==> src/rtl/sd_access_arb.sv <==
// sd_access_arb: two-requester, one-sector-at-a-time access arbiter in front of
// an SD card controller. Grants round-robin, issues one start pulse per grant,
// waits for the controller's busy to rise and fall, then reports done or err.
//
// Ports:
//   clk, rst_n                 clock, asynchronous active-low reset
//   sd_init_done               card initialised; gates grants, aborts on loss
//   reqN_valid/we/addr         requester N one-sector request
//   reqN_ack/done/err          one-cycle status pulses back to requester N
//   reqN_wr_data               requester N write data
//   reqN_wr_req/rd_val_en      controller data strobes, routed to the owner only
//   wr_start_en, rd_start_en   start pulses to the controller
//   wr_sec_addr, rd_sec_addr   sector address to the controller (held between accesses)
//   wr_busy, rd_busy           controller busy flags
//   wr_req, wr_data            controller write-data request / owner's write data
//   rd_val_en                  controller read-data valid strobe
module sd_access_arb #(
   parameter logic [15:0] BUSY_TIMEOUT = 16'd4096
) (
   input  logic        clk,
   input  logic        rst_n,
   input  logic        sd_init_done,
   input  logic        req0_valid,
   input  logic        req0_we,
   input  logic [31:0] req0_addr,
   input  logic [15:0] req0_wr_data,
   output logic        req0_ack,
   output logic        req0_done,
   output logic        req0_err,
   output logic        req0_wr_req,
   output logic        req0_rd_val_en,
   input  logic        req1_valid,
   input  logic        req1_we,
   input  logic [31:0] req1_addr,
   input  logic [15:0] req1_wr_data,
   output logic        req1_ack,
   output logic        req1_done,
   output logic        req1_err,
   output logic        req1_wr_req,
   output logic        req1_rd_val_en,
   output logic        wr_start_en,
   output logic        rd_start_en,
   output logic [31:0] wr_sec_addr,
   output logic [31:0] rd_sec_addr,
   input  logic        wr_busy,
   input  logic        rd_busy,
   input  logic        wr_req,
   output logic [15:0] wr_data,
   input  logic        rd_val_en
);

   typedef enum logic [2:0] {
      S_IDLE, S_ISSUE, S_WAIT_HI, S_WAIT_LO, S_DONE
   } state_t;

   state_t      state, state_nxt;
   logic        owner, owner_nxt;
   logic        we_q, we_nxt;
   logic [31:0] addr_q, addr_nxt;
   logic        last_q, last_nxt;
   logic [15:0] cnt_q, cnt_nxt;
   logic [1:0]  ack_nxt, done_nxt, err_nxt;
   logic        wr_start_nxt, rd_start_nxt;
   logic [31:0] wr_sec_nxt, rd_sec_nxt;
   logic        grant_c;
   logic        sel_busy_c;
   logic        active_c;
   logic [1:0]  owner_mask_c;

   assign sel_busy_c   = we_q ? wr_busy : rd_busy;
   assign owner_mask_c = owner ? 2'b10 : 2'b01;
   assign active_c     = (state == S_ISSUE) || (state == S_WAIT_HI) || (state == S_WAIT_LO);

   // Data-path forwarding to/from the current owner only.
   assign wr_data        = active_c ? (owner ? req1_wr_data : req0_wr_data) : 16'd0;
   assign req0_wr_req    = active_c && !owner && wr_req;
   assign req1_wr_req    = active_c &&  owner && wr_req;
   assign req0_rd_val_en = active_c && !owner && rd_val_en;
   assign req1_rd_val_en = active_c &&  owner && rd_val_en;

   // Next-state and registered-output logic.
   always_comb begin
      state_nxt    = state;
      owner_nxt    = owner;
      we_nxt       = we_q;
      addr_nxt     = addr_q;
      last_nxt     = last_q;
      cnt_nxt      = cnt_q;
      ack_nxt      = 2'b00;
      done_nxt     = 2'b00;
      err_nxt      = 2'b00;
      wr_start_nxt = 1'b0;
      rd_start_nxt = 1'b0;
      wr_sec_nxt   = wr_sec_addr;
      rd_sec_nxt   = rd_sec_addr;
      grant_c      = 1'b0;

      case (state)
         S_IDLE: begin
            if (sd_init_done && (req0_valid || req1_valid)) begin
               // Both asking: the one not served last wins.
               grant_c   = (req0_valid && req1_valid) ? ~last_q : req1_valid;
               owner_nxt = grant_c;
               we_nxt    = grant_c ? req1_we   : req0_we;
               addr_nxt  = grant_c ? req1_addr : req0_addr;
               ack_nxt   = grant_c ? 2'b10 : 2'b01;
               state_nxt = S_ISSUE;
            end
         end
         S_ISSUE: begin
            if (!sd_init_done) begin
               err_nxt   = owner_mask_c;
               state_nxt = S_IDLE;
            end else begin
               wr_start_nxt = we_q;
               rd_start_nxt = ~we_q;
               if (we_q) wr_sec_nxt = addr_q;
               else      rd_sec_nxt = addr_q;
               cnt_nxt   = 16'd0;
               state_nxt = S_WAIT_HI;
            end
         end
         S_WAIT_HI: begin
            if (!sd_init_done || (!sel_busy_c && cnt_q == BUSY_TIMEOUT)) begin
               err_nxt   = owner_mask_c;
               state_nxt = S_IDLE;
            end else if (sel_busy_c) begin
               state_nxt = S_WAIT_LO;
            end else begin
               cnt_nxt = cnt_q + 16'd1;
            end
         end
         S_WAIT_LO: begin
            if (!sd_init_done) begin
               err_nxt   = owner_mask_c;
               state_nxt = S_IDLE;
            end else if (!sel_busy_c) begin
               done_nxt  = owner_mask_c;
               state_nxt = S_DONE;
            end
         end
         S_DONE: begin
            last_nxt  = owner;
            state_nxt = S_IDLE;
         end
         default: state_nxt = S_IDLE;
      endcase
   end

   // State and output registers.
   always_ff @(posedge clk or negedge rst_n) begin
      if (!rst_n) begin
         state       <= S_IDLE;
         owner       <= 1'b0;
         we_q        <= 1'b0;
         addr_q      <= 32'd0;
         last_q      <= 1'b1;
         cnt_q       <= 16'd0;
         req0_ack    <= 1'b0;
         req1_ack    <= 1'b0;
         req0_done   <= 1'b0;
         req1_done   <= 1'b0;
         req0_err    <= 1'b0;
         req1_err    <= 1'b0;
         wr_start_en <= 1'b0;
         rd_start_en <= 1'b0;
         wr_sec_addr <= 32'd0;
         rd_sec_addr <= 32'd0;
      end else begin
         state       <= state_nxt;
         owner       <= owner_nxt;
         we_q        <= we_nxt;
         addr_q      <= addr_nxt;
         last_q      <= last_nxt;
         cnt_q       <= cnt_nxt;
         req0_ack    <= ack_nxt[0];
         req1_ack    <= ack_nxt[1];
         req0_done   <= done_nxt[0];
         req1_done   <= done_nxt[1];
         req0_err    <= err_nxt[0];
         req1_err    <= err_nxt[1];
         wr_start_en <= wr_start_nxt;
         rd_start_en <= rd_start_nxt;
         wr_sec_addr <= wr_sec_nxt;
         rd_sec_addr <= rd_sec_nxt;
      end
   end

endmodule

==> config.mk <==
export PLATFORM = sky130hd
export DESIGN_NAME = sd_access_arb
export DESIGN_NICKNAME = d
export VERILOG_FILES = /design/src/rtl/sd_access_arb.sv
export SDC_FILE = /design/constraint.sdc
export NUM_CORES = 1
export LEC_CHECK = 0
export BUFFER_PORTS_ARGS = -buffer_cell sky130_fd_sc_hd__buf_2
export CAP_MARGIN = 20
export CELL_PAD_IN_SITES_DETAIL_PLACEMENT = 0
export CELL_PAD_IN_SITES_GLOBAL_PLACEMENT = 1
export CORE_ASPECT_RATIO = 0.5
export CORE_MARGIN = 3
export CORE_UTILIZATION = 38
export DETAILED_ROUTE_END_ITERATION = 10
export PLACE_DENSITY_LB_ADDON = 0.1
export SYNTH_ARGS = -nofsm -noshare
export SYNTH_HDL_FRONTEND = slang
export SYNTH_SLANG_ARGS = --single-unit
export TNS_END_PERCENT = 100
==> constraint.sdc <==
create_clock -name clk -period 2.3 [get_ports clk]
set_input_delay 0.46 -clock clk [delete_from_list [all_inputs] [get_ports clk]]
set_output_delay 0.46 -clock clk [all_outputs]
set_load 0.01 [all_outputs]
==> metrics.md <==
| Metric | Value |
|---|---|
| Initial antenna violation count | 0 |
| WL final | 13500 um |
| Seq/Total Area, Yosys | 0.566 |
| Internal | approximately 6 mW |
| CTS tree | built |
| Fraction of layout cells with a size suffix above 1 | 0.482 |
| Hold buffers post-CTS | 0 |
| Flop2flop setup slack | roughly 0.23 ns |
| Die Footprint | roughly 16000 sq um |
| Mapped cell area | roughly 5600 sq um |
| Final weighted congestion in routability-driven placement | 0.735 |
| Core box area | ~14000 sq um |
| Gate power share | 0.299 |
| Compound-Gate Fraction of Synth Area | 0.103 |
| Clock transition at path regs | ~0.060 ns |
| I/O Pins | between 150 and 200 |
| Final setup margin | about 0.09 ns |
| Drt wl/cell | about 15 um |
| P&R area growth vs syn | 34.9% |
| Gate Count Post-Synth | between 400 and 500 |
| Switching Share | 0.328 |
| Endpoints failing setup | 0 |
| EDFF count, synth | 0 |
| Port Buffers | around 200 |
| Clk_skew | between 0.01 and 0.015 ns |
| Via/cell ratio | around 4.8 |
| Yosys warnings | 0 |
| DRT iter0 DRCs | 140 |
| Gr usage total | 0.169 |
| Status | completed |
| Max Cap Viol | 0 |
| Ranking of synthesized cells by area | dfrtp_1 (56%), mux2_2 (13%), mux2i_1 (6.1%), a21oi_1 (3.1%), nor2_1 (2.8%) |
| Final nets | around 800 |
| Inserted Diodes | 0 |
| #FFs+latches synth | 126 |
| Largest net degree at the start of global routing | between 100 and 150 |
| R2R depth | 5 |
| Leak | 3.51 nW |
| Reg-to-reg endpoint | cnt_q[1] |
| Tmin final | roughly 2.2 ns |
| Final core utilization | 0.540 |
| Placed cells | about 840 |
| Data required, critical path | 1.84 ns |
| Type of origin of the critical path | register |
| Setup crit end kind | primary output |
| Fin Hold WS | a little over 0.09 ns |
| CP Class | reg -> out |
| Max Root-Sink Buffers | 2 |
| Vias in the first global route | 4182 |
| Sequential Power Share | 0.403 |
| Post-synth ARST share | 1.00 |
| Net Count, Synth | around 570 |
| Distinct cells, synth | 43 |
| Pre-CTS setup slack | ~0.16 ns |
| Final period utilization | 0.962 |
| CTS buffer count | 17 |
| Count of non-filler cells in the finished layout | 876 |
| Largest family of logic cells by synthesized area | multiplexers |
| Synth Area in Simple Gates | 0.0995 |
| Worst skew pair latency | just over 0.4 ns |
| Final Hold Viols | 0 |
| Post-synth top area cell | dfrtp_1 |
| Clk root buf | clkbuf_16 |
| Max-slew violations | 0 |
| Initial Utilization | 0.400 |
| Total power per unit cell area | 1180 nW/um^2 |
| Top fanout value on the critical path | 19 |
| Reg-to-reg startpoint | we_q |
| Residual DRC | 0 |
| TritonRoute pass-1 iters | 4 |
| Max_slew headroom | 0.529 |
| Clock power frac | 0.298 |
| Grt peak-use layer | met2 |
| M2 GR Usage | 0.269 |
| Synth Area in Adders | 0.00449 |
| Dominant synthesized flop cell | dfrtp_1 |
| Post-route ant nets | 0 |
| Synthesized area per cell | approximately 12 sq um |
| # rows | 30 |
| H-tree Lvls | 4 |
| GR Layer Usage met3 | 0.0533 |
| Fmax | between 0.4 and 0.5 GHz |
| Top-count cell post-synth | dfrtp_1 |
| Total global routing overflow | 0 |
| Die W | roughly 180 um |
| Tightest Pin Transition | 0.707 ns |
| Post-synthesis xor/xnor area fraction | 0 |
| Post-synthesis mux area share | 0.197 |
| Critical path data arrival time | 1.75 ns |
| Placed wire-length estimate | 9510 um |
| GR Util met1 | 0.220 |
| Clk sinks | approximately 130 |
| Die Ht | roughly 92 um |
| First-pass GRT wire length | around 22000 um |
| Hold WC Path Type | in -> async |
| Top cells by count, synth | dfrtp_1 (125), mux2_2 (66), nor2_1 (41) |
| DR vias | approximately 4200 |
| Top cell type's share of synthesized area | 0.561 |
| Switching pwr | ~2.9 mW |
| VDD IR max | approximately 650 uV |
worst max path at each step:
stage                       end  slack [ns]  cells past startpoint      from
global route         wr_data[4]      -0.007                      6  state[1]
floorplan           wr_data[10]        0.36                      5  state[0]
detailed placement  wr_data[13]        0.16                      3  state[2]
finish              wr_data[13]        0.09                      6  state[1]
global placement     wr_data[9]        0.19                      3  state[2]
CTS                 wr_data[13]        0.01                      3     owner
metal layers:
| layer | wire [um] | part of all wire | up-vias |
|---|---|---|---|
| li1 | - | - | 2099 |
| met3 | 930 | 0.069 | 14 |
| met4 | 127 | 0.0094 | 0 |
| met1 | 6030 | 0.45 | 2025 |
| met5 | 0 | 0 | - |
| met2 | 6400 | 0.47 | 106 |
cell type report:
type / instances / area, sq um
timing repair buffer: 218 / 1210
sequential: 126 / 3150
inverter: 11 / 41.3
tap: 192 / 240
clock buffer: 18 / 439
clock inverter: 14 / 144
fill: 1250 / 6410
multi-input combinational: 297 / 2290
timing repair:
item,CTS,global route
setup buffers,0,1
pin swaps,1,1
hold endpoints to repair,0,0
resized for setup,1,1
endpoints found under the setup margin,18,18
per-stage QoR:
step                setup TNS, ns  cell area (sq um)  power, mW
detailed placement              0               6910       6.31
global placement                0               6910       6.24
finish                          0               7520       8.87
CTS                             0               7490       9.00
global route              -0.0229               7520       9.44
floorplan                       0               5570       5.05
worst max-delay path, cell delays in order, from the launching register on:
cell,delay [ns]
dfrtp_1,0.39
nor2_2,0.19
buf_4,0.16
nor3b_2,0.04
buf_4,0.20
a22o_1,0.24
buf_2,0.13
sequential cells by signal, summed over array words and instances (netlist names):
signal / flops
wr_sec_addr: 32
req1_ack: 1
owner: 1
req0_ack: 1
req0_err: 1
wr_start_en: 1
rd_sec_addr: 32
req0_done: 1
we_q: 1
last_q: 1
rd_start_en: 1
cnt_q: 16
req1_err: 1
addr_q: 32
req1_done: 1
state: 3
power groups by stage:
stage	Sequential, mW	Combinational (mW)	Clock [mW]
after floorplan	3.80	1.25	0
after global placement	3.59	2.66	0
after detailed placement	3.62	2.70	0
after CTS	3.59	2.70	2.70
after global routing	3.70	2.93	2.81
final	3.58	2.65	2.64
cells in the final DEF (no fill, tap or decap), drive strengths merged, types with 2 or more instances in the layout:
master | synthesis | routed
or4 | 3 | 3
or3 | 2 | 2
nand3b | 2 | 2
clkinv | 0 | 2
or2 | 2 | 2
nand4 | 7 | 7
a2bb2oi | 4 | 4
nor3 | 11 | 11
mux2 | 67 | 67
a21oi | 35 | 35
and2 | 8 | 8
nor4 | 5 | 5
nand2 | 12 | 12
inv | 11 | 20
nor2 | 41 | 41
buf | 17 | 218
dfrtp | 125 | 125
clkinvlp | 0 | 2
o21ai | 7 | 7
mux2i | 34 | 34
clkbuf | 9 | 18
a21boi | 5 | 5
o31a | 2 | 2
o211ai | 6 | 6
a22o | 16 | 16
ha | 2 | 2
a31oi | 10 | 10
nor3b | 2 | 2
nand2b | 3 | 3
nand3 | 6 | 6
cells by family after synthesis:
group	count (synthesis)
multiplexers	101
AO/OA/AOI/OAI	87
flip-flops	126
AND/OR/NAND/NOR	107
buffers and inverters	37
adder cells (fa/ha/maj)	2
Note: power is estimated with default switching activity, not from simulation.
